[config.mk]
export PLATFORM = sky130hd
export DESIGN_NAME = pipe_hazard_ctrl
export DESIGN_NICKNAME = d
export VERILOG_FILES = /design/src/rtl/cpu_defs.sv /design/src/rtl/md_busy_tracker.sv /design/src/rtl/pipe_hazard_ctrl.sv
export SDC_FILE = /design/constraint.sdc
export NUM_CORES = 1
export LEC_CHECK = 0
export BUFFER_PORTS_ARGS = -buffer_cell sky130_fd_sc_hd__buf_2
export CAP_MARGIN = 20
export CORE_MARGIN = 3
export CORE_UTILIZATION = 51
export CTS_BUF_LIST = sky130_fd_sc_hd__clkbuf_8 sky130_fd_sc_hd__clkbuf_16
export DETAILED_ROUTE_END_ITERATION = 8
export GPL_ROUTABILITY_DRIVEN = 0
export HOLD_SLACK_MARGIN = 0.12
export PLACE_DENSITY_LB_ADDON = 0.3
export SLEW_MARGIN = 0
export SYNTH_ARGS = -nofsm -noshare
export SYNTH_HDL_FRONTEND = slang
export SYNTH_SLANG_ARGS = --single-unit
[constraint.sdc]
create_clock -name clk -period 4.1 [get_ports clk]
set_input_delay 0.205 -clock clk [delete_from_list [all_inputs] [get_ports clk]]
set_output_delay 0.205 -clock clk [all_outputs]
set_load 0.01 [all_outputs]
[src/rtl/cpu_defs.sv]
// Shared definitions for the 5-stage MIPS pipeline control.
package cpu_defs;

    // Tuse/Tnew are 2-bit cycle counts; Tuse of 3 marks an operand the instruction never reads.
    typedef logic [1:0] tstage_t;

    localparam tstage_t TUSE_NONE = 2'd3;

    localparam int unsigned MULT_LAT_DEF = 5;
    localparam int unsigned DIV_LAT_DEF  = 10;
    localparam logic [31:0] EXC_VEC_DEF  = 32'h0000_4180;

    localparam int unsigned MD_CNT_W = 4;

endpackage

[src/rtl/md_busy_tracker.sv]
// Multiply/divide unit occupancy countdown.
module md_busy_tracker
    import cpu_defs::*;
#(
    parameter int unsigned MULT_LAT = MULT_LAT_DEF,
    parameter int unsigned DIV_LAT  = DIV_LAT_DEF
) (
    input  logic clk,
    input  logic rst,
    input  logic md_start,
    input  logic md_op,
    input  logic exc_req,
    output logic md_busy
);

    logic [MD_CNT_W-1:0] md_cnt;
    logic [MD_CNT_W-1:0] md_cnt_nxt;

    // Load on issue (a flushed issue is dropped), otherwise count down to idle.
    always_comb begin
        md_cnt_nxt = md_cnt;
        if (md_start && !exc_req) begin
            md_cnt_nxt = md_op ? MD_CNT_W'(DIV_LAT) : MD_CNT_W'(MULT_LAT);
        end else if (md_cnt != '0) begin
            md_cnt_nxt = md_cnt - MD_CNT_W'(1);
        end
    end

    // Countdown register.
    always_ff @(posedge clk) begin
        if (rst) begin
            md_cnt <= '0;
        end else begin
            md_cnt <= md_cnt_nxt;
        end
    end

    // The issue cycle itself already counts as busy.
    assign md_busy = ~rst & ((md_cnt != '0) | md_start);

endmodule

[src/rtl/pipe_hazard_ctrl.sv]
// Pipeline sequencer: hazard stalls, flushes, PC redirect and stall statistics.
module pipe_hazard_ctrl
    import cpu_defs::*;
#(
    parameter int unsigned MULT_LAT  = MULT_LAT_DEF,
    parameter int unsigned DIV_LAT   = DIV_LAT_DEF,
    parameter logic [31:0] EXC_VEC   = EXC_VEC_DEF,
    parameter int unsigned MAX_STALL = 64
) (
    input  logic        clk,
    input  logic        rst,
    input  logic [4:0]  d_rs,
    input  logic [4:0]  d_rt,
    input  logic [1:0]  d_tuse_rs,
    input  logic [1:0]  d_tuse_rt,
    input  logic        d_is_md,
    input  logic        d_is_eret,
    input  logic [4:0]  e_wa,
    input  logic [1:0]  e_tnew,
    input  logic [4:0]  m_wa,
    input  logic [1:0]  m_tnew,
    input  logic        md_start,
    input  logic        md_op,
    input  logic        exc_req,
    input  logic [31:0] epc,
    output logic        stall,
    output logic        fd_flush,
    output logic        de_flush,
    output logic        em_flush,
    output logic        pc_redirect,
    output logic [31:0] pc_target,
    output logic        md_busy,
    output logic [31:0] stall_cnt,
    output logic        stall_timeout
);

    localparam int unsigned RUN_W = $clog2(MAX_STALL + 1);

    logic             haz_rs;
    logic             haz_rt;
    logic             haz_md;
    logic [RUN_W-1:0] run_cnt;
    logic [RUN_W-1:0] run_cnt_nxt;

    md_busy_tracker #(
        .MULT_LAT (MULT_LAT),
        .DIV_LAT  (DIV_LAT)
    ) u_md_busy (
        .clk      (clk),
        .rst      (rst),
        .md_start (md_start),
        .md_op    (md_op),
        .exc_req  (exc_req),
        .md_busy  (md_busy)
    );

    // Operand hazards: producer in E or M will not have its result ready by the time D needs it.
    always_comb begin
        haz_rs = (d_rs != 5'd0) && (tstage_t'(d_tuse_rs) != TUSE_NONE) &&
                 (((d_rs == e_wa) && (e_tnew > d_tuse_rs)) ||
                  ((d_rs == m_wa) && (m_tnew > d_tuse_rs)));
        haz_rt = (d_rt != 5'd0) && (tstage_t'(d_tuse_rt) != TUSE_NONE) &&
                 (((d_rt == e_wa) && (e_tnew > d_tuse_rt)) ||
                  ((d_rt == m_wa) && (m_tnew > d_tuse_rt)));
        haz_md = d_is_md && md_busy;
    end

    // Stall/flush/redirect; an exception overrides any stall, a stalled eret waits.
    always_comb begin
        stall       = 1'b0;
        fd_flush    = 1'b0;
        de_flush    = 1'b0;
        em_flush    = 1'b0;
        pc_redirect = 1'b0;
        pc_target   = 32'h0;
        if (!rst) begin
            stall    = (haz_rs | haz_rt | haz_md) & ~exc_req;
            de_flush = stall | exc_req;
            em_flush = exc_req;
            fd_flush = exc_req | (d_is_eret & ~stall);
            if (exc_req) begin
                pc_redirect = 1'b1;
                pc_target   = EXC_VEC;
            end else if (d_is_eret && !stall) begin
                pc_redirect = 1'b1;
                pc_target   = epc;
            end
        end
    end

    // Consecutive-stall run length, saturating at the watchdog threshold.
    always_comb begin
        run_cnt_nxt = '0;
        if (stall) begin
            run_cnt_nxt = (run_cnt >= RUN_W'(MAX_STALL)) ? run_cnt : run_cnt + RUN_W'(1);
        end
    end

    // Stall statistics: saturating total, run length and sticky watchdog.
    always_ff @(posedge clk) begin
        if (rst) begin
            stall_cnt     <= 32'h0;
            run_cnt       <= '0;
            stall_timeout <= 1'b0;
        end else begin
            if (stall && (stall_cnt != 32'hFFFF_FFFF)) begin
                stall_cnt <= stall_cnt + 32'd1;
            end
            run_cnt <= run_cnt_nxt;
            if (run_cnt_nxt >= RUN_W'(MAX_STALL)) begin
                stall_timeout <= 1'b1;
            end
        end
    end

endmodule
==> summary.md <==
| Metric | Value |
|---|---|
| Rows | `27` |
| Clock tree root driver cell | `clkbuf_8` |
| Avg WL per Cell | `14.4 µm` |
| Max Fclk | `0.357 GHz` |
| Worst-margin pin slew | `0.939 ns` |
| Syn Area/Cell | `between 7 and 8 µm²` |
| Reg2Reg Depth | `8` |
| Cell area after synthesis | `2950 µm²` |
| Worst Path Required | `between 3 and 4 ns` |
| Share of cells above drive strength 1 | `0.317` |
| Async SR Flop Fraction | `0` |
| Die area | `roughly 6700 µm²` |
| Initial antenna violation count | `0` |
| CP startpoint kind | `register` |
| Setup repair bufs after CTS | `0` |
| Crit path capture | `stall` |
| Setup Viol. Count Final | `0` |
| Slew Limit Headroom | `0.374` |
| Final wirelength | `8240 µm` |
| Outcome | `finished clean` |
| Number of gates resized after CTS | `0` |
| Drt first pass iters | `4` |
| Port buffer count | `between 100 and 150` |
| Gate Count Post-Synth | `373` |
| 1st-iter DRT viols | `153` |
| H-tree depth | `2` |
| GRT Residual Overflow | `0` |
| Post-CTS Hold Fix Bufs | `0` |
| Post-route minimum period | `between 2 and 3 ns` |
| Syn Nets | `453` |
| # DRC | `0` |
| Final hold viol count | `0` |
| Fin crit share | `0.684` |
| Largest net degree at the start of global routing | `61` |
| I/O Pins | `approximately 140` |
| Fill cells | `484` |
| Synth Warn # | `0` |
| Clock skew | `0.0161 ns` |
| Distinct cells, synth | `44` |
| Post-synth EDFFs | `0` |
| Sequential element share of the synthesized area | `0.299` |
| Die H | `82.0 µm` |
| Reg2Reg Setup Slack | `1.42 ns` |
| Hold Path Class | `in -> reg` |
| Area grow syn2layout | `27.1%` |
| Worst Setup SP | `u_md_busy.md_cnt[0]$_SDFFE_PP0P_` |
| TritonCTS buffer count | `5` |
| Slew Limit Fails | `0` |
| Top_reg_cell synth | `dfxtp_1` |
| First-pass GRT wire length | `12700 µm` |
| Initial Util | `0.532` |
| Via density | `5.59` |
| Total global-route track usage | `0.238` |
| Clock sink count | `44` |
| Crit path max fanout | `60` |
| Design area | `3750 µm²` |
| Number of global-route vias before repair | `about 2900` |
| Clk_lat worst skew | `approximately 0.3 ns` |
| #FFs+latches synth | `44` |
| Dpl hpwl | `approximately 6200 µm` |
| Die width | `82.0 µm` |
| VDD IR max | `232 µV` |
| Max-Cap Viols | `0` |
| RSZ-0062 raised after global routing | `false` |
| Static leakage | `around 1.7 nW` |
| Critical Path AT | `2.60 ns` |
| Reg2Reg Capture Point | `stall_cnt[26]$_SDFFE_PP0P_` |
| Crit Path Category | `reg -> out` |
| Antenna diodes | `0` |
| Layout net count | `580` |
| Worst R2R Start | `u_md_busy.md_cnt[0]$_SDFFE_PP0P_` |
| DR vias | `3205` |
| Pwr Density | `272 nW/µm²` |
| Clock Tree Buf Depth | `2` |
| Final TNS setup | `0 ns` |
| Dpl cell area | `3660 µm²` |
| Core Area | `5540 µm²` |
| Endpoint class of the critical path | `output pin` |
| Antenna viol nets, final | `0` |
| CTS clk-pin slew, worst paths | `0.08 ns` |
| CTS tree | `built` |
==> through the flow <==
step                      setup WS, ns  power (mW)  hold WS (ns)  utilization  instances
after floorplan                   1.68       0.673         0.388            -        373
after global routing              1.03        1.09         0.237        0.676        573
after CTS                         1.30        1.03         0.217        0.676        573
final                             1.30        1.02         0.227        0.676        573
after global placement            1.21       0.757         0.477        0.661        565
after detailed placement          1.12       0.767         0.484        0.661        565
==> synthesized netlist by cell type, types with 2 or more instances <==
library cell | instances | area, µm²
dfxtp_1 | 44 | 881
and2_1 | 29 | 181
a21oi_1 | 26 | 130
nor2_1 | 26 | 97.6
nand2_1 | 25 | 93.8
nand3_1 | 21 | 105
inv_1 | 17 | 63.8
xnor2_1 | 16 | 140
ha_1 | 13 | 163
clkbuf_1 | 12 | 45.0
xor2_1 | 12 | 105
o21ai_0 | 11 | 55.1
nand4_1 | 10 | 62.6
nor2b_1 | 10 | 62.6
or4_1 | 10 | 75.1
nor4_1 | 9 | 56.3
o31ai_1 | 9 | 67.6
or3_1 | 8 | 50.1
nor3_1 | 7 | 35.0
and3_1 | 6 | 37.5
mux2_2 | 6 | 67.6
o41ai_1 | 5 | 43.8
buf_2 | 4 | 20.0
o21a_1 | 4 | 30.0
a21o_1 | 3 | 22.5
o211ai_1 | 3 | 22.5
o311ai_0 | 3 | 26.3
o31a_1 | 3 | 26.3
a31oi_1 | 2 | 12.5
buf_1 | 2 | 7.51
nand3b_1 | 2 | 15.0
nor4b_1 | 2 | 17.5
or2_2 | 2 | 12.5
==> state kept, by name, indices dropped and copies added, names as in the netlist <==
signal,count
run_cnt,7
u_md_busy.md_cnt,4
stall_timeout,1
stall_cnt,32
==> power breakdown <==
| group | leakage (nW) | internal (mW) | switching [mW] |
|---|---|---|---|
| Clock | 0.0507 | 0.117 | 0.146 |
| Combinational | 1.33 | 0.128 | 0.164 |
| Sequential | 0.355 | 0.449 | 0.0166 |
==> logic make-up (layout without fill, tap and decap cells) <==
| kind of cell | after synthesis | count (layout) | synth area share |
|---|---|---|---|
| flip-flops | 44 | 44 | 0.299 |
| adder cells (fa/ha/maj) | 13 | 13 | 0.0552 |
| multiplexers | 7 | 7 | 0.0263 |
| XOR/XNOR | 28 | 28 | 0.0832 |
| AO/OA/AOI/OAI | 74 | 74 | 0.163 |
| buffers and inverters | 37 | 165 | 0.0526 |
| AND/OR/NAND/NOR | 170 | 170 | 0.320 |
==> per-layer routing <==
layer,vias to the layer above,global-route usage,routed length (µm)
met3,12,0.0504,623
met4,0,0.101,148
met5,-,0,0
met1,1490,0.262,3270
met2,112,0.436,4200
li1,1591,-,-
==> critical path, cell delays in order (launching register included) <==
cell,delay (ns)
dfxtp_1,0.32
inv_1,0.11
ha_1,0.15
nand2_1,0.16
o21ai_0,0.20
a311o_2,0.83
inv_1,0.29
buf_2,0.23
==> cells in the final DEF, fill, tap and decap left out, types with 11 or more instances in the layout <==
cell type	n
xor2_1	12
nor2_1	26
ha_1	13
and2_1	29
dfxtp_1	44
buf_2	137
nand3_1	21
nand2_1	25
xnor2_1	16
inv_1	19
o21ai_0	11
a21oi_1	26
==> area by class of cell <==
| type | instances | area [µm²] | area share |
|---|---|---|---|
| multi-input cells | 292 | 1920 | 0.512 |
| flip-flops and latches | 44 | 881 | 0.235 |
| repair buffers | 140 | 708 | 0.189 |
| well taps | 72 | 90.1 | 0.0240 |
| clock buffers | 5 | 68.8 | 0.0184 |
| inverters | 17 | 63.8 | 0.0170 |
| clock inverters | 3 | 16.3 | 0.00434 |
==> worst min path at each step <==
stage | start | endpoint | depth (start not counted)
after floorplan | md_op | u_md_busy.md_cnt[3]$_SDFFE_PP0P_ | 2
after global placement | stall_cnt[25]$_SDFFE_PP0P_ | stall_cnt[25]$_SDFFE_PP0P_ | 2
after detailed placement | stall_cnt[25]$_SDFFE_PP0P_ | stall_cnt[25]$_SDFFE_PP0P_ | 2
after CTS | md_op | u_md_busy.md_cnt[3]$_SDFFE_PP0P_ | 3
after global routing | md_op | u_md_busy.md_cnt[1]$_SDFFE_PP0P_ | 3
final | md_op | u_md_busy.md_cnt[3]$_SDFFE_PP0P_ | 3
Power figures use the tool's default switching activity.
